<file path="src/rtl/dsp_mac_pkg.sv">
// rtl/dsp_mac_pkg.sv - shared widths and opmode bit positions for the MAC stage
package dsp_mac_pkg;

  // Default operand and accumulator widths
  localparam int AW_DEF = 18;
  localparam int PW_DEF = 48;

  // Opmode bit positions
  localparam int OP_PRESUB  = 0;
  localparam int OP_PREBYP  = 1;
  localparam int OP_ACC     = 2;
  localparam int OP_POSTSUB = 3;

endpackage

</file>
<file path="src/rtl/dsp_stage_reg.sv">
// rtl/dsp_stage_reg.sv - clock-enabled pipeline register with async active-low clear
module dsp_stage_reg #(
  parameter int W = 1
) (
  input  logic         clk,
  input  logic         rst_n,
  input  logic         ce,
  input  logic [W-1:0] d,
  output logic [W-1:0] q
);

  // Capture on enabled edges; reset clears immediately
  always_ff @(posedge clk or negedge rst_n) begin
    if (!rst_n) begin
      q <= '0;
    end else if (ce) begin
      q <= d;
    end
  end

endmodule

</file>
<file path="src/rtl/dsp_mac_stage.sv">
// rtl/dsp_mac_stage.sv - three-stage pre-add / multiply / post-add-accumulate pipeline
module dsp_mac_stage
  import dsp_mac_pkg::*;
#(
  parameter int AW = AW_DEF,
  parameter int PW = PW_DEF
) (
  input  logic            clk,
  input  logic            rst_n,
  input  logic            ce,
  input  logic            in_valid,
  input  logic [AW-1:0]   a,
  input  logic [AW-1:0]   b,
  input  logic [AW-1:0]   d,
  input  logic [PW-1:0]   c,
  input  logic [3:0]      opmode,
  input  logic            carry_in,
  output logic [2*AW-1:0] m,
  output logic [PW-1:0]   p,
  output logic            carry_out,
  output logic            out_valid
);

  // Stage 1 carries pre-adder result, A, C, post-sub, accumulate, carry-in, valid
  localparam int S1W = AW + AW + PW + 4;
  // Stage 2 carries product, C, post-sub, accumulate, carry-in, valid
  localparam int S2W = 2 * AW + PW + 4;

  logic [AW-1:0]   pre_nxt;
  logic [S1W-1:0]  s1_d;
  logic [S1W-1:0]  s1_q;
  logic [AW-1:0]   pre1;
  logic [AW-1:0]   a1;
  logic [PW-1:0]   c1;
  logic            sub1;
  logic            acc1;
  logic            cin1;
  logic            v1;

  logic signed [2*AW-1:0] prod;
  logic [S2W-1:0]  s2_d;
  logic [S2W-1:0]  s2_q;
  logic [PW-1:0]   c2;
  logic            sub2;
  logic            acc2;
  logic            cin2;
  logic            v2;

  logic [PW-1:0]   x_ext;
  logic [PW-1:0]   z_sel;
  logic [PW:0]     sum;
  logic [PW:0]     s3_q;
  logic            s3_ce;

  // Pre-adder: bypass passes B, otherwise D+B or D-B wrapped to AW bits
  always_comb begin
    pre_nxt = d + b;
    if (opmode[OP_PREBYP]) begin
      pre_nxt = b;
    end else if (opmode[OP_PRESUB]) begin
      pre_nxt = d - b;
    end
  end

  assign s1_d = {pre_nxt, a, c, opmode[OP_POSTSUB], opmode[OP_ACC], carry_in, in_valid};

  dsp_stage_reg #(.W(S1W)) u_stage1 (
    .clk   (clk),
    .rst_n (rst_n),
    .ce    (ce),
    .d     (s1_d),
    .q     (s1_q)
  );

  assign {pre1, a1, c1, sub1, acc1, cin1, v1} = s1_q;

  // Full-width signed product, no overflow possible at 2*AW bits
  assign prod = $signed(pre1) * $signed(a1);
  assign s2_d = {prod, c1, sub1, acc1, cin1, v1};

  // Stage 2 updates on every enabled edge, bubbles included
  dsp_stage_reg #(.W(S2W)) u_stage2 (
    .clk   (clk),
    .rst_n (rst_n),
    .ce    (ce),
    .d     (s2_d),
    .q     (s2_q)
  );

  assign {m, c2, sub2, acc2, cin2, v2} = s2_q;

  assign x_ext = {{(PW - 2 * AW){m[2*AW-1]}}, m};
  // Accumulate feeds back the live P register, so adjacent samples chain
  assign z_sel = acc2 ? p : c2;

  // Post-adder computed one bit wider so the top bit is carry or borrow
  always_comb begin
    sum = {1'b0, z_sel} + {1'b0, x_ext} + {{PW{1'b0}}, cin2};
    if (sub2) begin
      sum = {1'b0, z_sel} - ({1'b0, x_ext} + {{PW{1'b0}}, cin2});
    end
  end

  // Result register only loads live samples so bubbles leave P untouched
  assign s3_ce = ce & v2;

  dsp_stage_reg #(.W(PW + 1)) u_stage3 (
    .clk   (clk),
    .rst_n (rst_n),
    .ce    (s3_ce),
    .d     (sum),
    .q     (s3_q)
  );

  assign carry_out = s3_q[PW];
  assign p         = s3_q[PW-1:0];

  dsp_stage_reg #(.W(1)) u_valid3 (
    .clk   (clk),
    .rst_n (rst_n),
    .ce    (ce),
    .d     (v2),
    .q     (out_valid)
  );

endmodule

</file>
<file path="config.mk">
export PLATFORM = sky130hd
export DESIGN_NAME = dsp_mac_stage
export DESIGN_NICKNAME = d
export VERILOG_FILES = /design/src/rtl/dsp_mac_pkg.sv /design/src/rtl/dsp_stage_reg.sv /design/src/rtl/dsp_mac_stage.sv
export SDC_FILE = /design/constraint.sdc
export NUM_CORES = 2
export LEC_CHECK = 0
export ABC_CLOCK_PERIOD_IN_PS = 10300
export CAP_MARGIN = 30
export CORE_ASPECT_RATIO = 0.5
export CORE_UTILIZATION = 30
export CTS_BUF_LIST = sky130_fd_sc_hd__clkbuf_8
export CTS_CLUSTER_SIZE = 25
export DETAILED_ROUTE_END_ITERATION = 8
export PLACE_DENSITY = 0.49
export SYNTH_ARGS = -nofsm -noshare
export SYNTH_HDL_FRONTEND = slang
export SYNTH_SLANG_ARGS = --single-unit
export TNS_END_PERCENT = 20
</file>
<file path="constraint.sdc">
create_clock -name clk -period 10.3 [get_ports clk]
set_clock_uncertainty 0.1 [all_clocks]
set_input_delay 2.575 -clock clk [delete_from_list [all_inputs] [get_ports clk]]
set_output_delay 2.575 -clock clk [all_outputs]
set_load 0.02 [all_outputs]
</file>
==> key figures <==
Routing
  • Routed len/inst: between 15 and 20 µm
  • Drt initial violations: between 1000 and 1500
  • ANT nets after route: 0
  • Post-route DRC: 0
  • DR vias: 21900
  • Drt total wl: about 87000 µm
  • Initial DRT Pass Iterations: 5
  • Drt via density: roughly 4.8

Worst setup path
  • Crit path from: u_stage1.q[80]
  • R2r setup slk: between 2 and 3 ns
  • Crit start category: register
  • RR Startpoint: u_stage1.q[80]
  • WP data arrival: about 7.9 ns
  • R2r endpoint: u_stage2.q[85]
  • Worst Path Max Fanout: 19
  • Setup CP Type: reg -> reg
  • Worst path slowest cell: dfrtp_1
  • Crit path to: u_stage2.q[85]
  • Crit-path max cell delay: 0.80 ns
  • Type of destination of the critical path: register
  • Critical path, cell by cell: nand2_1, fa_1, fa_1, fa_1, fa_1, inv_1, fa_1, inv_1, fa_1, inv_1, ha_1, inv_1, a2111oi_0, o31ai_1, a2111oi_2, o2111ai_1, a311oi_1, a21o_1, a21oi_1, xnor2_1, mux2_2
  • Required time of the worst setup path: roughly 11 ns
  • Most used cell, CP: fa_1
  • Reg2reg path depth: 21

STA
  • Hold Slack: roughly 0.38 ns
  • Least-Margin Pin Slew: roughly 0.9 ns
  • Count of pins over their slew limit: 0
  • Min Clock Period, post-route: 7.53 ns
  • Final hold violation count: 0
  • Final period util: approximately 73%
  • Slew margin rel.: between 30% and 40%
  • Fmax achieved: ~130 MHz
  • Setup TNS: 0 ns
  • Finish-stage setup viols: 0
  • RSZ-0062 raised after global routing: false

Place
  • Post-DP HPWL: 69400 µm
  • Routability-driven placement congestion ratio: about 0.89
  • Port Buffer Count: a little under 200

GRT
  • Vias in the first global route: ~23000
  • Initial antenna violation count: 4
  • First-pass GRT wire length: between 100000 and 150000 µm
  • Gr usage total: between 15 and 20%
  • Remaining global-route overflow: 0
  • Largest net degree at the start of global routing: between 100 and 150

Synthesis
  • Top_reg_cell synth: dfrtp_1
  • Yosys top cell area share: between 20% and 30%
  • Syn nets: a little under 4000
  • Synth warn: 0
  • Cell variety after synth: 80
  • Count leader, synth: inv_1
  • Synthesized flop and latch total: 226
  • Synthesized area: just under 0.03 mm²
  • Number of enable flip-flop cells after synthesis: 0
  • Synth area leaders: fa_1, dfrtp_1, ha_1, inv_1, mux2_2
  • Seq/Total Area, Yosys: roughly a fifth
  • Most common library cells after synthesis: inv_1, fa_1, nand2_1
  • Syn Area/Cell: approximately 9.2 µm²
  • Mapped Cells: 3172
  • Synth area leader: fa_1
  • Ys async rst share: 100%

Clocking
  • Total CTS buffers: between 40 and 50
  • Clock sinks: 226
  • CTS clk-pin slew, worst paths: around 0.060 ns
  • # Post-CTS Setup Buffers: 0
  • H-Tree Level Count: 2
  • Hold-fix buffers, CTS: 0
  • Clock buffer depth: 3
  • Cts repair resizes: 0
  • CTS tree: built
  • Root Buffer Master: clkbuf_8
  • Clk_lat worst skew: roughly 0.7 ns

Cells and area
  • Layout cells sized above 1: 8.04%
  • Final #Nets: 3971
  • Syn-to-layout area delta: 13.7%

Die
  • # rows: 80
  • Vert. Die Dim: about 220 µm
  • Die Wd: roughly 440 µm
  • Die ar.: roughly 0.098 mm²
  • IO Pins: between 150 and 200
  • Starting Density: approximately 30%
  • Placeable Area: 0.0957 mm²

Run
  • Max_cap viols: 0

Status
  • Outcome: finished, final reports clean

Hold path
  • HP Class: reg -> reg
-- layout make-up --
class | instances | area, µm²
fillers | 9804 | 62600
multi-input cells | 2252 | 20700
flip-flops and latches | 226 | 5660
repair buffers | 216 | 2140
inverters | 535 | 2010
well taps | 1271 | 1590
clock buffers | 55 | 757
clock inverters | 25 | 211
diodes | 1 | 2.50
-- worst min path at each step --
stage | startpoint | endpoint | slack (ns) | depth (start not counted)
after floorplan | u_stage1.q[1] | u_stage2.q[1] | 0.35 | 2
after global placement | u_stage1.q[26] | u_stage2.q[26] | 0.38 | 1
after detailed placement | u_stage1.q[28] | u_stage2.q[28] | 0.39 | 1
after CTS | u_stage1.q[9] | u_stage2.q[9] | 0.37 | 1
after global routing | u_stage1.q[9] | u_stage2.q[9] | 0.40 | 1
final | u_stage1.q[9] | u_stage2.q[9] | 0.38 | 1
-- worst max-delay path: cells and delay by family, from the launching register on --
family,cells,cell delay (ns)
mux,1,0.26
compound gates,7,2.29
fa+ha+maj,7,3.40
buf+inv,4,0.24
xor+xnor,1,0.13
simple gates,1,0.17
flops,1,0.80
-- placed cells by master, fill, tap and decap left out, types with 8 or more instances in the layout --
cell,Yosys,layout
ha_1,250,250
a211o_1,10,10
and3_1,22,22
mux2_2,148,148
nand2b_1,22,22
o211ai_1,11,11
xor2_1,34,34
dfrtp_1,226,224
or3_1,14,14
nand4_1,8,8
clkbuf_8,0,56
o21bai_1,22,22
nand2_1,259,258
o21a_1,20,20
nor4_1,8,8
clkdlybuf4s50_1,0,194
buf_4,36,18
a211oi_1,19,19
mux2i_1,68,68
a31oi_1,20,20
fa_1,335,335
nor2_1,153,153
o31ai_1,15,15
and2_1,165,165
a21oi_1,164,164
nand3_1,34,34
o21ai_0,111,111
inv_1,534,544
nor3_1,31,31
nor2b_1,19,19
xnor2_1,106,106
a21o_1,57,57
-- logic make-up after synthesis --
group           synth area share, %
simple gates                   13.0
buf+inv                        9.42
fa+ha+maj                      33.8
compound gates                 12.0
flops                          19.4
mux                            8.07
xor+xnor                       4.22
-- stage by stage --
step / instance area [µm²] / setup WS [ns] / cells / utilization, %
finish: 33100 / 2.77 / 4581 / 34.6
global route: 33100 / 2.20 / 4581 / 34.6
CTS: 33100 / 2.73 / 4580 / 34.6
detailed placement: 32100 / 2.74 / 4500 / 33.5
global placement: 32100 / 2.85 / 4499 / 33.5
floorplan: 29100 / 3.56 / 3172 / -
-- flip-flops by register name, summed over array words and instances, names as in the netlist --
name and flops:
u_valid3.q 1, u_stage2.q 88, u_stage1.q 88, u_stage3.q 49
-- metal layers --
layer / GRT usage, % / vias up / part of all wire [%]
met4: 4.94 / 2 / 2.6
met5: 0 / - / 0.015
met3: 3.03 / 97 / 4.9
met1: 25.2 / 10900 / 48
li1: - / 10500 / -
met2: 28.4 / 397 / 45
Power is not shown: default switching activity piles up to over one toggle a cycle in this logic, so the estimate is an artifact.
